File: src/rtl/vga_square_renderer.sv
// 640x480@60 VGA timing generator that draws a solid square at a frame-latched position.
// Optional VGA_BORDER_EN adds a white 1-pixel border around the active area.
module vga_square_renderer #(
    parameter int         H_ACTIVE = 640,
    parameter int         H_FP     = 16,
    parameter int         H_SYNC   = 96,
    parameter int         H_BP     = 48,
    parameter int         V_ACTIVE = 480,
    parameter int         V_FP     = 10,
    parameter int         V_SYNC   = 2,
    parameter int         V_BP     = 33,
    parameter int         SQ_SIZE  = 16,
    parameter logic [5:0] SQ_COLOR = 6'b110000,
    parameter logic [5:0] BG_COLOR = 6'b000001
) (
    input  logic       clk,
    input  logic       rst_n,
    input  logic [9:0] sq_x,
    input  logic [9:0] sq_y,
    input  logic       sq_valid,
    output logic       frame_tick,
    output logic       hsync,
    output logic       vsync,
    output logic       de,
    output logic [5:0] rgb,
    output logic [9:0] hpos,
    output logic [9:0] vpos
);

    localparam int         H_TOTAL  = H_ACTIVE + H_FP + H_SYNC + H_BP;
    localparam int         V_TOTAL  = V_ACTIVE + V_FP + V_SYNC + V_BP;
    localparam logic [9:0] H_LAST   = 10'(H_TOTAL - 1);
    localparam logic [9:0] V_LAST   = 10'(V_TOTAL - 1);
    localparam logic [9:0] H_ACT    = 10'(H_ACTIVE);
    localparam logic [9:0] V_ACT    = 10'(V_ACTIVE);
    localparam logic [9:0] HS_START = 10'(H_ACTIVE + H_FP);
    localparam logic [9:0] HS_END   = 10'(H_ACTIVE + H_FP + H_SYNC - 1);
    localparam logic [9:0] VS_START = 10'(V_ACTIVE + V_FP);
    localparam logic [9:0] VS_END   = 10'(V_ACTIVE + V_FP + V_SYNC - 1);
    localparam logic [10:0] SQ_EXT  = 11'(SQ_SIZE);

    logic [9:0] h_cnt;
    logic [9:0] v_cnt;
    logic [9:0] lat_x;
    logic [9:0] lat_y;

    logic       active;
    logic       hit;
    logic       latch_point;
    logic       hsync_nxt;
    logic       vsync_nxt;
    logic [5:0] rgb_nxt;
    logic [10:0] x_end;
    logic [10:0] y_end;

    assign latch_point = (h_cnt == 10'd0) && (v_cnt == V_ACT);
    assign active      = (h_cnt < H_ACT) && (v_cnt < V_ACT);
    assign hsync_nxt   = !((h_cnt >= HS_START) && (h_cnt <= HS_END));
    assign vsync_nxt   = !((v_cnt >= VS_START) && (v_cnt <= VS_END));

    // 11-bit end coordinates keep squares near the far edge clipped instead of wrapped.
    assign x_end = {1'b0, lat_x} + SQ_EXT;
    assign y_end = {1'b0, lat_y} + SQ_EXT;
    assign hit   = (h_cnt >= lat_x) && ({1'b0, h_cnt} < x_end) &&
                   (v_cnt >= lat_y) && ({1'b0, v_cnt} < y_end);

    always_comb begin
        rgb_nxt = 6'b000000;
        if (active) begin
            if (hit) begin
                rgb_nxt = SQ_COLOR;
            end else begin
                rgb_nxt = BG_COLOR;
            end
`ifdef VGA_BORDER_EN
            if ((h_cnt == 10'd0) || (h_cnt == H_ACT - 10'd1) ||
                (v_cnt == 10'd0) || (v_cnt == V_ACT - 10'd1)) begin
                rgb_nxt = 6'b111111;
            end
`endif
        end
    end

    always_ff @(posedge clk) begin
        if (!rst_n) begin
            h_cnt <= 10'd0;
            v_cnt <= 10'd0;
        end else if (h_cnt == H_LAST) begin
            h_cnt <= 10'd0;
            v_cnt <= (v_cnt == V_LAST) ? 10'd0 : v_cnt + 10'd1;
        end else begin
            h_cnt <= h_cnt + 10'd1;
        end
    end

    // Position is sampled only at the start of vertical blanking so a frame never tears.
    always_ff @(posedge clk) begin
        if (!rst_n) begin
            lat_x <= 10'd0;
            lat_y <= 10'd0;
        end else if (latch_point && sq_valid) begin
            lat_x <= sq_x;
            lat_y <= sq_y;
        end
    end

    always_ff @(posedge clk) begin
        if (!rst_n) begin
            hsync      <= 1'b1;
            vsync      <= 1'b1;
            de         <= 1'b0;
            rgb        <= 6'b000000;
            frame_tick <= 1'b0;
            hpos       <= 10'd0;
            vpos       <= 10'd0;
        end else begin
            hsync      <= hsync_nxt;
            vsync      <= vsync_nxt;
            de         <= active;
            rgb        <= rgb_nxt;
            frame_tick <= latch_point;
            hpos       <= h_cnt;
            vpos       <= v_cnt;
        end
    end

endmodule

File: config.mk
export PLATFORM = sky130hd
export DESIGN_NAME = vga_square_renderer
export DESIGN_NICKNAME = d
export VERILOG_FILES = /design/src/rtl/vga_square_renderer.sv
export SDC_FILE = /design/constraint.sdc
export NUM_CORES = 1
export LEC_CHECK = 0
export CAP_MARGIN = 20
export CORE_MARGIN = 8
export CORE_UTILIZATION = 54
export CTS_CLUSTER_DIAMETER = 50
export DETAILED_ROUTE_END_ITERATION = 8
export GPL_ROUTABILITY_DRIVEN = 0
export GPL_TIMING_DRIVEN = 0
export PLACE_DENSITY = 0.82
export SETUP_SLACK_MARGIN = 0.02
export SLEW_MARGIN = 20
export SYNTH_ARGS = -nofsm -noshare
export SYNTH_HDL_FRONTEND = slang
export SYNTH_SLANG_ARGS = --single-unit
File: constraint.sdc
create_clock -name clk -period 2.6 [get_ports clk]
set_input_delay 0.52 -clock clk [delete_from_list [all_inputs] [get_ports clk]]
set_output_delay 0.52 -clock clk [all_outputs]
set_load 0.05 [all_outputs]
==> results of run 1 <==
## sequential cells by signal, indices dropped and copies added, names as in the netlist
signal      cells
h_cnt          10
hpos           10
lat_x          10
lat_y          10
v_cnt          10
vpos           10
rgb             2
de              1
frame_tick      1
hsync           1
vsync           1
## worst max-delay path by stage
stage	cells past startpoint	slack (ns)	end
after floorplan	6	0.52	lat_x[7]$_SDFFE_PN0P_
after global placement	6	0.34	lat_y[6]$_SDFFE_PN0P_
after detailed placement	6	0.29	lat_x[2]$_SDFFE_PN0P_
after CTS	6	0.27	lat_x[2]$_SDFFE_PN0P_
after global routing	6	0.15	lat_y[9]$_SDFFE_PN0P_
final	6	0.26	lat_x[2]$_SDFFE_PN0P_
## where the power goes
part           internal, uW  switching, uW  total (uW)
clock                   468            423         891
sequential             1020           7.52        1030
combinational          72.5           92.6         165
total                  1560            523        2080
## per-layer routing
layer / share of wire [%] / track usage, % / wire, um / up-vias
li1: - / - / - / 1378
met1: 44 / 20.0 / 3270 / 1260
met2: 47 / 30.0 / 3460 / 94
met3: 6.5 / 4.84 / 482 / 19
met4: 3.0 / 9.88 / 223 / 0
met5: 0 / 0 / 0 / -
## cell type report
class | instances | area (um^2)
well taps | 75 | 93.8
inverters | 30 | 113
fillers | 471 | 1830
clock inverters | 6 | 66.3
flip-flops and latches | 66 | 1320
clock buffers | 10 | 138
multi-input cells | 258 | 1860
plain buffers | 14 | 82.6
repair buffers | 49 | 490
## placed cells by master (no fill, tap or decap), drive strengths merged, types with 3 or more instances in the layout
master	n
inv	30
and3	8
nor2	48
conb	3
nand3	16
nand2	13
buf	7
mux2i	20
clkbuf	17
and2	14
ha	38
xor2	8
nand4b	4
nor4	5
xnor2	16
nand4	6
a21o	3
nand2b	3
nor3	6
clkinvlp	3
o21ai	7
clkdlybuf4s50	49
a21oi	14
dfxtp	66
## worst max-delay path, stage by stage (launching register included)
cell	delay [ns]
dfxtp_1	0.41
or3_1	0.43
or4b_4	0.56
nor4_4	0.32
buf_6	0.23
mux2i_1	0.22
nor2_1	0.06
## kinds of logic after synthesis
| kind of cell | Yosys count | share of synthesized area, % |
|---|---|---|
| other cells | 1 | 0.111 |
| fa+ha+maj | 38 | 14.1 |
| compound gates | 37 | 7.06 |
| buf+inv | 44 | 5.79 |
| mux | 20 | 5.94 |
| xor+xnor | 24 | 6.24 |
| flops | 66 | 39.2 |
| simple gates | 136 | 21.5 |
## metrics by stage
stage | std cells | worst slack [ns] | hold slack (ns)
3_3_place_gp | 492 | 0.338 | 0.443
2_1_floorplan | 368 | 0.525 | 0.430
3_5_place_dp | 492 | 0.290 | 0.448
6_report | 508 | 0.262 | 0.481
5_1_grt | 508 | 0.147 | 0.488
4_1_cts | 508 | 0.266 | 0.473
==> impl_metrics.toml, run 1 <==
[critical_path]
rrSetupSlack_ns = 0.26
rr_worst_depth = 6
rr_startpoint = "h_cnt[5]$_SDFF_PP0_"
crit_arrival_ns = 2.56
crit_type = "reg -> reg"
critPathMaxFanout = 10
setup.worst_path.start = "h_cnt[5]$_SDFF_PP0_"
rr_endpoint = "lat_x[2]$_SDFFE_PN0P_"
critical_path_required_ns = 2.83
end_kind = "flip-flop"
setup.worst_path.start_class = "flip-flop"

[clock_tree]
cts_tree = "yes"
cts_max_level = 3
cts_hold_buf = 0
clk_path_buf_depth = 2
root_buffer = "clkbuf_8"
numClockSinks = 66
postCtsSetupRepairBufs = 0
clock_latency_ns = 0.35
path_clk_slew_ns = 0.08
cts_resized = 0
numCtsBuffers = 9

[timing]
final.min_clock_period_ns = 2.34
max_freq_mhz = 428
hold_viol = 0
worstMarginPinSlew_ns = 0.627
rsz0062_at_grt = "false"
setup_viol = 0
fin_tns_setup_ns = 0
fin_crit_sh_pct = 89.9
slew_headroom_pct = 58.2
fin_skew_ns = 0.00703
slew_violations = 0

[cells_and_area]
drive_above_1_share_pct = 6.70
num_antenna_cells = 0
fin_util_pct = 69.5
area_growth_syn_to_layout_pct = 23.6
stdcell_area_um2 = 4170
finalNetCount = 489

[logic_synthesis]
yosysTopAreaCell = "dfxtp_1"
synth.distinct_cells = 50
synth-edff-count = 0
ys_warn_count = 0
ys_ff_latch = 66
seq_area_frac_synth_pct = 39.2
synth_top_flop_cell = "dfxtp_1"
synth_top_area_share_pct = 39.2
synthCells = 366
syn_area_um2 = 3370
async_reset_ff_share_pct = 0
synth_area_leaders = "dfxtp_1, ha_1, mux2i_1"
netlist_top_cells_count = "dfxtp_1, nor2_1, ha_1"
synth.avg_cell_area_um2 = 9.21
synth_most_common_cell = "dfxtp_1"

[floorplanning]
pin_count = 53
die_x_um = 95.0
die-area_um2 = 9020
die_y_um = 95.0
fp.coreArea_um2 = 5990
rows = 28
start_util_pct = 56.2

[global_routing]
grt.total_usage_pct = 17.8
overflow = 0
grt_pass1_wl_um = 12500
grt_antenna_before_repair = 0
grt_pass1_vias = 2849
grt_max_degree = 13

[drt]
drt_iter0_markers = 124
route.detailed.drc = 0
post_drt_wl_per_cell_um = 14.6
wl_um = 7440
avgViaCountPerCell = 5.42
via_count = 2751
ant_nets = 0
firstDrtPassIters = 4

[worst_hold_path]
worstHoldPathType = "reg -> reg"
hold_end = "h_cnt[0]$_SDFF_PP0_"
hp-start = "h_cnt[0]$_SDFF_PP0_"
hold_depth = 1

[placement]
hpwl_um = 5630
place_area_um2 = 3960
io_buffers = 49

[power]
power_uw = 2080
p_leak_uw = 0.00164
power_density_nw_per_um2 = 501
vdd_drop_max_mv = 0.647

[job]
drv_cap = 0

[status]
run_status = "complete, no violations"
(Power assumes the default switching activity.)
==> run 2, diff against run 1 <==
--- a/config.mk
+++ b/config.mk
@@ -7,12 +7,12 @@
 export LEC_CHECK = 0
 export CAP_MARGIN = 20
 export CORE_MARGIN = 8
-export CORE_UTILIZATION = 54
+export CORE_UTILIZATION = 25
 export CTS_CLUSTER_DIAMETER = 50
 export DETAILED_ROUTE_END_ITERATION = 8
 export GPL_ROUTABILITY_DRIVEN = 0
 export GPL_TIMING_DRIVEN = 0
-export PLACE_DENSITY = 0.82
+export PLACE_DENSITY = 0.45
 export SETUP_SLACK_MARGIN = 0.02
 export SLEW_MARGIN = 20
 export SYNTH_ARGS = -nofsm -noshare
==> run 2 against run 1 <==
Sequential power about the same. Clock power up 36%. Cell count up 20%. Clock skew up 0.00076 ns. Die area up 93%. Register-to-register slack better by 0.03 ns. Sequential cell count unchanged. Combinational power about the same. Core utilization down 36 points.
==> impl_metrics.toml, run 2 (synthesis gave the netlist of run 1 again) <==
[status]
run_status = "complete, no violations"

[timing]
fin_tns_setup_ns = 0
slew_headroom_pct = 57.3
fin_ws_ns = 0.295
final.min_clock_period_ns = 2.31
slew_violations = 0
hold_viol = 0
worstMarginPinSlew_ns = 0.641
fin_crit_sh_pct = 88.7
max_freq_mhz = 434
setup_viol = 0
rsz0062_at_grt = "false"
fin_skew_ns = 0.00779

[floorplanning]
rows = 42
start_util_pct = 25.5
die_x_um = 132
pin_count = 53
fp.coreArea_um2 = 13200
die-area_um2 = 17400
die_y_um = 132

[placement]
placed_cells = 593
place_area_um2 = 4090
hpwl_um = 6500
pre_cts_slack_ns = 0.247
io_buffers = 49

[power]
vdd_drop_max_mv = 0.261
p_switching_uw = 553
combPwrFrac_pct = 6.9
power_density_nw_per_um2 = 549
power_uw = 2410
internal-power_uw = 1850
p_clk_share_pct = 50.3
pwr-share-seq_pct = 42.8
switching_share_pct = 23.0
p_leak_uw = 0.00169

[worst_hold_path]
worstHoldPathType = "reg -> reg"
hp-start = "h_cnt[0]$_SDFF_PP0_"

[drt]
post_drt_wl_per_cell_um = 13.6
wl_um = 8270
firstDrtPassIters = 4
route.detailed.drc = 0
ant_nets = 0
via_count = 2641
avgViaCountPerCell = 4.34
drt_iter0_markers = 144

[clock_tree]
cts_hold_buf = 0
cts_resized = 0
path_clk_slew_ns = 0.06
postCtsSetupRepairBufs = 0
numClockSinks = 66
cts_tree = "yes"
clk_path_buf_depth = 2
numCtsBuffers = 9
cts_max_level = 3
root_buffer = "clkbuf_16"
clock_latency_ns = 0.34

[global_routing]
met2_usage_pct = 14.9
use_met1_pct = 12.5
grt_antenna_before_repair = 0
grt_max_degree = 12
overflow = 0
grt_pass1_wl_um = 13700
busiest_layer = "met2"
grt_util_met3_pct = 2.29
grt_pass1_vias = 2657
grt.total_usage_pct = 9.85

[critical_path]
crit_path_top_delay_cell = "or4b_4"
crit_arrival_ns = 2.50
rr_startpoint = "h_cnt[6]$_SDFF_PP0_"
crit_type = "reg -> reg"
slowest_delay_ns = 0.55
crit_chain = "or3_1 > or4b_4 > nor4_4 > buf_6 > mux2i_1 > nor2_1"
end_kind = "flip-flop"
critical_path_required_ns = 2.80
setup.worst_path.start = "h_cnt[6]$_SDFF_PP0_"
setup.worst_path.start_class = "flip-flop"
critPathMaxFanout = 10
rrSetupSlack_ns = 0.29

[job]
drv_cap = 0

[cells_and_area]
fill_cells = 1368
stdcell_area_um2 = 4380
mostFrequentLayoutCells = "dfxtp_1, clkdlybuf4s50_1, nor2_1"
num_antenna_cells = 0
finalNetCount = 489
drive_above_1_share_pct = 6.48
final_cells = 608
layout_commonest_cell = "dfxtp_1"
area_growth_syn_to_layout_pct = 30.0
[run 2: cell count changes in the layout (fill, tap and decap cells not counted), sizes merged]
cell / before / now
clkinvlp: 3 / 2
[run 2: path summary, 6_finish.rpt]
check,end,cells past startpoint
hold / removal,h_cnt[0]$_SDFF_PP0_,1
hold reg to reg,h_cnt[0]$_SDFF_PP0_,1
setup / recovery,lat_y[9]$_SDFFE_PN0P_,6
setup reg to reg,lat_y[9]$_SDFFE_PN0P_,6
[run 2: layer usage]
layer	wire length, um	part of all wire, %	vias to the layer above
met3	320	3.9	16
met5	0	0	-
met1	4220	51	1198
li1	-	-	1380
met4	211	2.6	0
met2	3520	43	47
[run 2: per-stage QoR]
step           hold slack [ns]  util (%)
2_1_floorplan            0.430         -
3_3_place_gp             0.456      31.0
3_5_place_dp             0.458      31.0
4_1_cts                  0.474      33.2
5_1_grt                  0.499      33.2
6_report                 0.471      33.2
[run 2: critical path: cells and delay by family, from the launching register on]
kind                   cells  cell delay, ns
DFF                        1            0.39
muxes                      1            0.20
buffers and inverters      1            0.23
and+or+nand+nor            4            1.34
[run 2: power groups by stage]
stage,Clock (uW),Sequential (uW),Combinational [uW]
after CTS,1250,1030,169
after detailed placement,0,1050,169
after floorplan,0,1080,71.3
after global routing,1290,1030,180
after global placement,0,1050,167
final,1210,1030,166
[run 2: cell type report]
cell class | count | area [um^2] | area share, %
clock inverters | 5 | 55.1 | 1.26
clock buffers | 10 | 239 | 5.45
repair buffers | 49 | 490 | 11.2
well taps | 176 | 220 | 5.03
inverters | 30 | 113 | 2.57
multi-input cells | 258 | 1860 | 42.5
plain buffers | 14 | 82.6 | 1.88
flip-flops and latches | 66 | 1320 | 30.2
